**src/rtl/mult_sequencer_if.sv**
```systemverilog
// ----------------------------------------------------------------------------
// mult_sequencer_if
//   Operator-facing signal bundle for the shift-add multiplier sequencer.
//
//   Controls (driven by the master, i.e. the switch/button front end):
//     Run           start request; a new multiply begins on its rising edge
//     ClearA_LoadB  clear A and X, load B from Sw
//     Sw            operand switches (multiplier on load, multiplicand on run)
//   Status (driven by the slave, i.e. mult_sequencer):
//     Aval          accumulator A, product high byte
//     Bval          multiplier / product low byte
//     Xval          sign-extension bit of the 9-bit X:A accumulator
//     Done          sequencer parked in HOLD with a finished product
//     Busy          sequencer stepping through ADD/SHIFT
// ----------------------------------------------------------------------------
interface mult_sequencer_if #(
    parameter int WIDTH = 8
);
    logic             Run;
    logic             ClearA_LoadB;
    logic [WIDTH-1:0] Sw;
    logic [WIDTH-1:0] Aval;
    logic [WIDTH-1:0] Bval;
    logic             Xval;
    logic             Done;
    logic             Busy;

    modport master (
        output Run,
        output ClearA_LoadB,
        output Sw,
        input  Aval,
        input  Bval,
        input  Xval,
        input  Done,
        input  Busy
    );

    modport slave (
        input  Run,
        input  ClearA_LoadB,
        input  Sw,
        output Aval,
        output Bval,
        output Xval,
        output Done,
        output Busy
    );
endinterface

```
**src/rtl/mult_sequencer.sv**
```systemverilog
// ----------------------------------------------------------------------------
// mult_sequencer
//   Sequencer and operand registers for a WIDTH x WIDTH signed shift-add
//   multiplier. Each Run rising edge latches the multiplicand M from Sw and
//   performs WIDTH add-then-shift steps on {X,A,B}; the final step subtracts
//   M because the multiplier's top bit carries negative weight in two's
//   complement. The signed product is left in A:B with X as its sign.
//
//   Ports:
//     Clk    rising-edge clock for all state
//     Reset  synchronous, active-high; aborts any multiply in progress
//     bus    mult_sequencer_if.slave (Run, ClearA_LoadB, Sw in;
//            Aval, Bval, Xval, Done, Busy out)
//
//   Also contains add_sub, the 9-bit-result adder/subtractor used for the
//   accumulate step.
// ----------------------------------------------------------------------------

// add_sub: sign-extends both operands by one bit so that the X:A
// accumulation cannot overflow; o_x is the extra (ninth) result bit.
module add_sub #(
    parameter int WIDTH = 8
) (
    input  logic signed [WIDTH-1:0] i_a,
    input  logic signed [WIDTH-1:0] i_b,
    input  logic                    i_fn,   // 0: a + b, 1: a - b
    output logic        [WIDTH-1:0] o_s,
    output logic                    o_x
);
    logic signed [WIDTH:0] w_a_ext;
    logic signed [WIDTH:0] w_b_ext;
    logic signed [WIDTH:0] w_sum;

    assign w_a_ext = {i_a[WIDTH-1], i_a};
    assign w_b_ext = {i_b[WIDTH-1], i_b};
    assign w_sum   = i_fn ? (w_a_ext - w_b_ext) : (w_a_ext + w_b_ext);
    assign o_s     = w_sum[WIDTH-1:0];
    assign o_x     = w_sum[WIDTH];
endmodule

module mult_sequencer #(
    parameter int WIDTH = 8
) (
    input  logic          Clk,
    input  logic          Reset,
    mult_sequencer_if.slave bus
);
    localparam int              CNT_W    = $clog2(WIDTH);
    localparam logic [CNT_W-1:0] CNT_LAST = CNT_W'(WIDTH - 1);

    typedef enum logic [1:0] {
        S_IDLE  = 2'd0,
        S_ADD   = 2'd1,
        S_SHIFT = 2'd2,
        S_HOLD  = 2'd3
    } state_t;

    state_t                  r_state;
    state_t                  w_next_state;

    logic signed [WIDTH-1:0] r_a;
    logic signed [WIDTH-1:0] r_b;
    logic signed [WIDTH-1:0] r_m;
    logic                    r_x;
    logic        [CNT_W-1:0] r_cnt;
    logic                    r_run_q;

    logic                    w_start;
    logic                    w_fn;
    logic        [WIDTH-1:0] w_s;
    logic                    w_x;
    logic                    w_last_step;

    // Run is a level; only a low-to-high transition requests a multiply.
    // r_run_q resets high so a Run held through reset is not seen as an edge.
    assign w_start     = bus.Run & ~r_run_q;
    assign w_last_step = (r_cnt == CNT_LAST);
    assign w_fn        = (r_state == S_ADD) && w_last_step;

    add_sub #(.WIDTH(WIDTH)) u_add_sub (
        .i_a  (r_a),
        .i_b  (r_m),
        .i_fn (w_fn),
        .o_s  (w_s),
        .o_x  (w_x)
    );

    // ---- state register ----
    always_ff @(posedge Clk) begin
        if (Reset) begin
            r_state <= S_IDLE;
        end else begin
            r_state <= w_next_state;
        end
    end

    // ---- next-state logic ----
    always_comb begin
        w_next_state = r_state;
        unique case (r_state)
            S_IDLE: begin
                // A load in the same cycle as a Run edge wins; the edge is lost.
                if (!bus.ClearA_LoadB && w_start) begin
                    w_next_state = S_ADD;
                end
            end
            S_ADD: begin
                w_next_state = S_SHIFT;
            end
            S_SHIFT: begin
                w_next_state = w_last_step ? S_HOLD : S_ADD;
            end
            S_HOLD: begin
                if (!bus.Run) begin
                    w_next_state = S_IDLE;
                end
            end
            default: begin
                w_next_state = S_IDLE;
            end
        endcase
    end

    // ---- output decode (registered state only, no input paths) ----
    always_comb begin
        bus.Busy = 1'b0;
        bus.Done = 1'b0;
        unique case (r_state)
            S_ADD, S_SHIFT: bus.Busy = 1'b1;
            S_HOLD:         bus.Done = 1'b1;
            default:        ;
        endcase
    end

    // ---- operand registers and step counter ----
    always_ff @(posedge Clk) begin
        if (Reset) begin
            r_a     <= '0;
            r_b     <= '0;
            r_m     <= '0;
            r_x     <= 1'b0;
            r_cnt   <= '0;
            r_run_q <= 1'b1;
        end else begin
            r_run_q <= bus.Run;
            unique case (r_state)
                S_IDLE: begin
                    if (bus.ClearA_LoadB) begin
                        r_a <= '0;
                        r_x <= 1'b0;
                        r_b <= bus.Sw;
                    end else if (w_start) begin
                        // B is left alone so a previous low byte can chain in
                        // as the next multiplier.
                        r_a   <= '0;
                        r_x   <= 1'b0;
                        r_m   <= bus.Sw;
                        r_cnt <= '0;
                    end
                end
                S_ADD: begin
                    if (r_b[0]) begin
                        r_a <= w_s;
                        r_x <= w_x;
                    end
                end
                S_SHIFT: begin
                    // Arithmetic right shift of {X,A,B}; X replicates itself.
                    r_a <= {r_x, r_a[WIDTH-1:1]};
                    r_b <= {r_a[0], r_b[WIDTH-1:1]};
                    if (!w_last_step) begin
                        r_cnt <= r_cnt + CNT_W'(1);
                    end
                end
                S_HOLD: begin
                    if (bus.ClearA_LoadB) begin
                        r_a <= '0;
                        r_x <= 1'b0;
                        r_b <= bus.Sw;
                    end
                end
                default: ;
            endcase
        end
    end

    assign bus.Aval = r_a;
    assign bus.Bval = r_b;
    assign bus.Xval = r_x;
endmodule

```
**src/flat_wrapper.sv**
```systemverilog
// flat-port wrapper written by rule: the top's interface ports become plain ports
module mult_sequencer_flat 
#(
    parameter int WIDTH = 8
)
  (Clk, Reset, bus_Run, bus_ClearA_LoadB, bus_Sw, bus_Aval, bus_Bval, bus_Xval, bus_Done, bus_Busy);
  mult_sequencer_if #(.WIDTH(WIDTH)) bus_i ();
  input  logic Clk;
  input  logic Reset;
  input wire logic [$bits(bus_i.Run)-1:0] bus_Run;
  input wire logic [$bits(bus_i.ClearA_LoadB)-1:0] bus_ClearA_LoadB;
  input wire logic [$bits(bus_i.Sw)-1:0] bus_Sw;
  output wire logic [$bits(bus_i.Aval)-1:0] bus_Aval;
  output wire logic [$bits(bus_i.Bval)-1:0] bus_Bval;
  output wire logic [$bits(bus_i.Xval)-1:0] bus_Xval;
  output wire logic [$bits(bus_i.Done)-1:0] bus_Done;
  output wire logic [$bits(bus_i.Busy)-1:0] bus_Busy;
  assign bus_i.Run = bus_Run;
  assign bus_i.ClearA_LoadB = bus_ClearA_LoadB;
  assign bus_i.Sw = bus_Sw;
  assign bus_Aval = bus_i.Aval;
  assign bus_Bval = bus_i.Bval;
  assign bus_Xval = bus_i.Xval;
  assign bus_Done = bus_i.Done;
  assign bus_Busy = bus_i.Busy;
  mult_sequencer #(.WIDTH(WIDTH)) u_core (.Clk(Clk), .Reset(Reset), .bus(bus_i));
endmodule
```
**config.mk**
```make
export PLATFORM = sky130hd
export DESIGN_NAME = mult_sequencer_flat
export DESIGN_NICKNAME = d
export VERILOG_FILES = /design/src/rtl/mult_sequencer_if.sv /design/src/rtl/mult_sequencer.sv /design/src/flat_wrapper.sv
export SDC_FILE = /design/constraint.sdc
export NUM_CORES = 1
export LEC_CHECK = 0
export ABC_CLOCK_PERIOD_IN_PS = 2730
export BUFFER_PORTS_ARGS = -buffer_cell sky130_fd_sc_hd__buf_4
export CORE_UTILIZATION = 50
export CTS_CLUSTER_DIAMETER = 40
export DETAILED_ROUTE_END_ITERATION = 16
export PLACE_DENSITY_LB_ADDON = 0.2
export SETUP_SLACK_MARGIN = 0.3
export SYNTH_ARGS = -nofsm -noshare
export SYNTH_HDL_FRONTEND = slang
export SYNTH_SLANG_ARGS = --single-unit
export TNS_END_PERCENT = 20
```
**constraint.sdc**
```tcl
create_clock -name Clk -period 2.73 [get_ports Clk]
set_input_delay 0 -clock Clk [delete_from_list [all_inputs] [get_ports Clk]]
set_output_delay 0 -clock Clk [all_outputs]
set_load 0.02 [all_outputs]
```
# ---- Word level (Yosys, flattened, before mapping)
# Index checks and enable logic that the tools add are counted.
dict set report totals {
  regBits 31
  wordCells 64
  out_inout_bits 19
  input_bits 12
}
dict set report op_classes {
  n_reduce_logical 15
  n_eq_ne 13
  n_addsub 3
  n_bitwise 3
  n_mux 23
}
# cell n
set op_table {}
lappend op_table {{$mux 8} 5}
lappend op_table {{$pmux 8 s4} 1}
lappend op_table {{$pmux 8 s2} 1}
lappend op_table {{$add 8x8->9} 1}
lappend op_table {{$mux 3} 3}
lappend op_table {{$mux 9} 1}
lappend op_table {{$sub 8x8->9} 1}
lappend op_table {{$ne 2x1->1 const B} 4}
lappend op_table {{$ne 2x2->1 const B} 4}
lappend op_table {{$pmux 2 s4} 1}
lappend op_table {{$reduce_and 4->1} 2}
lappend op_table {{$mux 1} 6}
lappend op_table {{$mux 2} 3}
lappend op_table {{$pmux 3 s2} 1}
lappend op_table {{$reduce_and 3->1} 2}
lappend op_table {{$eq 2x2->1 const B} 2}
lappend op_table {{$reduce_and 2->1} 2}
lappend op_table {{$reduce_bool 2->1} 2}
lappend op_table {{$reduce_or 2->1} 2}
lappend op_table {{$add 3x1->3 const B} 1}
lappend op_table {{$eq 3x3->1 const B} 1}
lappend op_table {{$ne 3x2->1 const B} 1}
lappend op_table {{$pmux 1 s3} 1}
lappend op_table {{$reduce_bool 3->1} 1}
lappend op_table {{6 further kinds} 8}

# ---- Logic depth before layout (Yosys ltp)
dict set report depth {
  word_depth 5
  mapped_depth 12
  mapped_depth_nobuf 12
}

# ---- Cells and area by module
# A second synthesis with hierarchy kept.
dict set report hier_totals {
  hier_cells 220
  area_unflattened_um2 1960.6
}
# mod area_each_um2 seq_area_each_um2 n_inst cells_each
set by_module_without_submodules {}
lappend by_module_without_submodules {mult_sequencer 1442.6 620.6 1 153}
lappend by_module_without_submodules {add_sub 518.0 0.0 1 67}

# ---- Worst setup path after synthesis
# No wires, ideal clock.
dict set report synth_path {
  kind {register to register}
  from {register u_core.r_cnt[0]}
  to {register u_core.r_a[6] (netlist: u_core.bus.Aval[6])}
  synth_period_minus_slack_ns 2.544
  stages_incl_launch_ff 13
  arrival_time_ns 2.424
  path_buffers 1
  setup_slack_ns 0.186
  required_time_ns 2.610
  path_cell_list {dfxtp_1 -> ha_1 -> ha_1 -> and2_0 -> buf_4 -> nor2_1 -> xnor2_1 -> ha_1 -> nor2b_1 -> o2111a_1 -> or3_1 -> a32oi_1 -> o21ai_1}
}
dict set report synth_via {
  elab_chain_cells 5
}
# element line_no
set synth_lines {}
lappend synth_lines {{from (decl)} mult_sequencer.sv:65} ;# logic [CNT_W-1:0] r_cnt;
lappend synth_lines {{from (signal assigned)} mult_sequencer.sv:172} ;# r_cnt <= r_cnt + CNT_W'(1);
lappend synth_lines {{$eq 3x3->1} mult_sequencer.sv:77} ;# assign w_last_step = (r_cnt == CNT_LAST);
lappend synth_lines {{$logic_and 1x1->1} mult_sequencer.sv:78} ;# assign w_fn = (r_state == S_ADD) && w_last_step;
lappend synth_lines {{$mux 9} mult_sequencer.sv:36} ;# assign w_sum = i_fn ? (w_a_ext - w_b_ext) : (w_a_ext + w_b_ext);
lappend synth_lines {{$mux 8} mult_sequencer.sv:162} ;# if (r_b[0]) begin
lappend synth_lines {{$pmux 8 s4} mult_sequencer.sv:146} ;# unique case (r_state)
lappend synth_lines {{to (signal assigned)} mult_sequencer.sv:163} ;# r_a <= w_s;
lappend synth_lines {{to (signal assigned)} mult_sequencer.sv:169} ;# r_a <= {r_x, r_a[WIDTH-1:1]};
lappend synth_lines {{to (decl)} mult_sequencer.sv:61} ;# logic signed [WIDTH-1:0] r_a;
# Every way passes these cells. The select of a mux whose other input is x is not followed.
# A chain may end at the register's enable or synchronous reset.

# ---- Worst setup path after layout
# Ends and elaborated chain as after synthesis.

==> results.md <==
Floorplan:
- In this run the core area contains 22 standard-cell rows.
- The die covers about 4300 um^2.
- The core region is 3770 um^2.
- The initial utilization of the core area, before any placement, comes to 0.535.
- The horizontal die dimension is approximately 66 um.
- In this run the vertical extent of the chip is around 66 um.
- During I/O placement, the number of pins put on the boundary was 31.

Placement:
- Routability-driven placement finished with a final weighted congestion of 0.861.
- Buffers placed on the I/O ports in this run total 30.
- In this run the cell area measured after placement is between 2000 and 2500 um^2.
- The half-perimeter wire length after placement is ~3300 um.

Final layout:
- The layout-stage area growth over the synthesis result is 32.4%.
- The library cell used most frequently in the layout, excluding fill and tap cells, is sky130_fd_sc_hd__buf_4.
- In the layout the commonest cells are sky130_fd_sc_hd__buf_4 (39), sky130_fd_sc_hd__dfxtp_1 (25), sky130_fd_sc_hd__nor2_1 (22).
- The antenna cell count is 0.
- Of the cells placed in the final design, the portion with a size suffix greater than 1 is 0.317.
- At the end of the flow the core is filled with cells to 0.708.
- The cell area after layout is about 2700 um^2.
- After the last flow step, the layout net total stands at around 310.

Synth:
- In this run, synthesis produced a sequential element count of 31.
- For this run, the number of Yosys warnings is 0.
- Counting distinct cell types in the post-synthesis netlist gives between 50 and 60.
- The share of the synthesized netlist area taken by xor and xnor gates is 0.0347.
- Counting flops with a built-in enable in the synthesized netlist gives 0.
- After synthesis, the largest family of logic cells by area is compound AO/OA/AOI/OAI gates.
- Of the synthesized area, sequential elements account for 0.308.
- Of the total synthesized cell area, the portion taken by AND, OR, NAND and NOR gates is 0.190.
- For this run, the leading register cell type out of synthesis is sky130_fd_sc_hd__dfxtp_1.
- The netlist area before placement is 2020 um^2.
- The proportion of register bits with asynchronous set or reset after synthesis is 0.
- The share of synthesized cell area in full adder, half adder and majority cells is 0.103.
- The fraction of the mapped netlist area in compound gates was 0.235.
- Synthesis produced between 200 and 250 cells.
- The post-synthesis mux area share is 0.0844.
- The number of nets handed over by synthesis was between 200 and 300.
- The average cell area after synthesis is 8.69 um^2.

Pwr:
- For this design the static power due to leakage is 1.04 nW.
- IR analysis of the VDD net gives a maximum drop of roughly 0.42 mV.
- The cell area power density is between 600 and 700 nW/um^2.

Routing:
- The remaining antenna violation count after routing is 0.
- The mean number of vias per cell is ~5.7.
- For this block, the routed nets add up to 5050 um of wire.
- Dividing the detail-routed wire length by the instance count gives between 15 and 20 um.
- For this block, the initial DRC count from the detailed router was 95.
- For this run, the detailed router's first-pass iteration total came to 4.
- For this block, the via count after detailed routing is approximately 1800.
- The remaining design rule violation count is 0.

STA:
- Setup violations remaining at the end of the flow were counted as 0.
- The upper clock frequency limit is between 400 and 500 MHz.
- The total count of hold-check failures in the final report is 0.
- Clock skew on the completed layout was measured at about 11 ps.
- The remaining max-slew budget at the tightest pin is 0.601.
- For the pin with the worst max-slew slack, the measured transition is between 500 and 600 ps.
- In the final timing run, aggregate negative setup slack is 0 ps.
- Dividing the final minimum period by the clock period gives 0.886.
- Setup repair after global routing could not meet its margin everywhere.
- Counting I/O delays and the setup requirement, the final critical path takes around 2400 ps.
- The max-slew violation total from the final report came to 0.

Clocking:
- The source-to-sink clock delay at the later pin of the worst-skew pair is 290 ps.
- The number of clock sinks seen by CTS is 31.
- TritonCTS built the clock tree.
- CTS placed an instance of sky130_fd_sc_hd__clkbuf_8 at the clock tree root.
- The worst-case clock buffer depth is 2.
- The CTS clock-pin slew for the worst setup and hold paths is around 80 ps.
- The deepest level of the CTS H-tree is 2.
- The number of buffers inserted during clock tree synthesis is 5.

Critical path:
- The largest single stage delay on the critical path is 360 ps.
- The critical path's slowest cell is sky130_fd_sc_hd__dfxtp_4.
- The worst setup path is captured at a flop.
- The data required time at the worst endpoint is approximately 2900 ps.
- In this run the worst path has a maximum fanout of 5.
- The signal on the critical path passes through ha_4 -> ha_4 -> and2_4 -> nor2_4 -> xnor2_2 -> ha_1 -> nor2b_4 -> o2111a_1 -> or3_1 -> a32oi_1 -> o21ai_1.
- The kind of start point of the critical path is a flop.
- The kind of critical path is reg -> reg.
- Data arrives at the worst endpoint at 2590 ps.
- The worst register-to-register path has a setup slack of between 300 and 400 ps.
- The cell that appears most often on the critical path is sky130_fd_sc_hd__ha_4.

Global route:
- In the global route stage, overall resource usage came out at 0.254.
- After global routing the overflow that remains totals 0.
- The via count of the first global-routing pass was roughly 1800.
- The first global-routing pass estimated 8180 um of wire.
- The pin count of the biggest net entering global routing is 35.
- The number of antenna violations at the first check in global routing was 0.

Min path:
- The path class of the tightest hold or removal check is in -> reg.

Job:
- Max-cap violations in this run came to 0.

Outcome:
- The flow ran to the end, and the final reports show no timing, DRC or antenna violations.
-- worst max-delay path, delay by kind of cell, from the launching register on --
| kind | cells | cell delay, ps |
|---|---|---|
| compound gates | 3 | 510 |
| flops | 1 | 360 |
| xor+xnor | 1 | 70 |
| fa+ha+maj | 3 | 640 |
| simple gates | 4 | 720 |
-- metrics by stage --
step,setup WS (ps),hold WS [ps],power [mW],instances
floorplan,285,107,1.15,232
global placement,200,228,1.35,303
detailed placement,129,245,1.36,303
CTS,250,98.6,1.80,320
global route,233,115,1.96,326
finish,311,102,1.84,326
-- cell usage after synthesis, drive strengths merged (2+ instances only) --
| library cell | count | area (um^2) |
|---|---|---|
| clkbuf | 5 | 18.8 |
| a21oi | 20 | 111 |
| nand3 | 7 | 35.0 |
| inv | 12 | 45.0 |
| o2111ai | 2 | 17.5 |
| or2 | 2 | 12.5 |
| and4 | 2 | 17.5 |
| nand3b | 2 | 15.0 |
| mux2i | 17 | 170 |
| dfxtp | 31 | 621 |
| nor3b | 2 | 20.0 |
| o311ai | 2 | 17.5 |
| xor2 | 2 | 17.5 |
| ha | 15 | 188 |
| buf | 5 | 27.5 |
| a21o | 5 | 46.3 |
| nand2 | 16 | 60.1 |
| nor3 | 3 | 15.0 |
| a211oi | 13 | 108 |
| o21ai | 9 | 48.8 |
| xnor2 | 6 | 52.6 |
| nand2b | 4 | 27.5 |
| o21a | 3 | 22.5 |
| nor2b | 3 | 18.8 |
| and3 | 3 | 18.8 |
| nor2 | 25 | 96.4 |
| and2 | 3 | 18.8 |
-- repair_timing --
action | 4_1_cts | 5_1_grt
gates resized for setup | 5 | 30
endpoints found under the hold margin | 10 | 0
pin swaps | 0 | 12
hold buffers | 9 | 0
setup endpoints to repair | 5 | 6
setup buffers | 0 | 6
-- kinds of logic after synthesis --
family / after synthesis
and+or+nand+nor: 75
AOI/OAI and AO/OA: 63
DFF: 31
buffers and inverters: 22
muxes: 17
adders and majority gates: 16
xor gates and xnor gates: 8
-- layer usage --
metal | vias to the layer above | share of wire | GRT usage
met5 | - | 0 | 0
met4 | 0 | 0.021 | 0.0870
met3 | 11 | 0.042 | 0.0521
met2 | 42 | 0.48 | 0.443
met1 | 867 | 0.45 | 0.307
li1 | 928 | - | -
-- power by group --
part           switching (mW)  internal (mW)  leakage (nW)
clock                   0.184          0.229        0.0505
combinational           0.501          0.367         0.738
sequential             0.0533          0.506         0.256
-- flip-flops by register name, indices dropped and copies added, names as in the netlist --
name and cells:
u_core.r_run_q 1, u_core.r_m 8, u_core.bus.Xval 1, u_core.bus.Aval 8
u_core.bus.Bval 8, u_core.r_state 2, u_core.r_cnt 3
-- area by class of cell --
| cell class | count | area (um^2) |
|---|---|---|
| multi-input combinational | 179 | 1450 |
| fill | 291 | 1100 |
| sequential | 31 | 631 |
| timing repair buffer | 48 | 383 |
| clock buffer | 7 | 96.3 |
| tap | 48 | 60.1 |
| inverter | 12 | 47.5 |
| clock inverter | 1 | 7.51 |
-- path summary, 6_finish.rpt --
kind	from	to	depth (start not counted)
max	u_core.r_cnt[0]	u_core.bus.Aval[6]	11
min	Reset	u_core.r_cnt[0]	2
max reg2reg	u_core.r_cnt[0]	u_core.bus.Aval[6]	11
min reg2reg	u_core.r_cnt[1]	u_core.r_cnt[1]	2
Power figures use the tool's default switching activity.
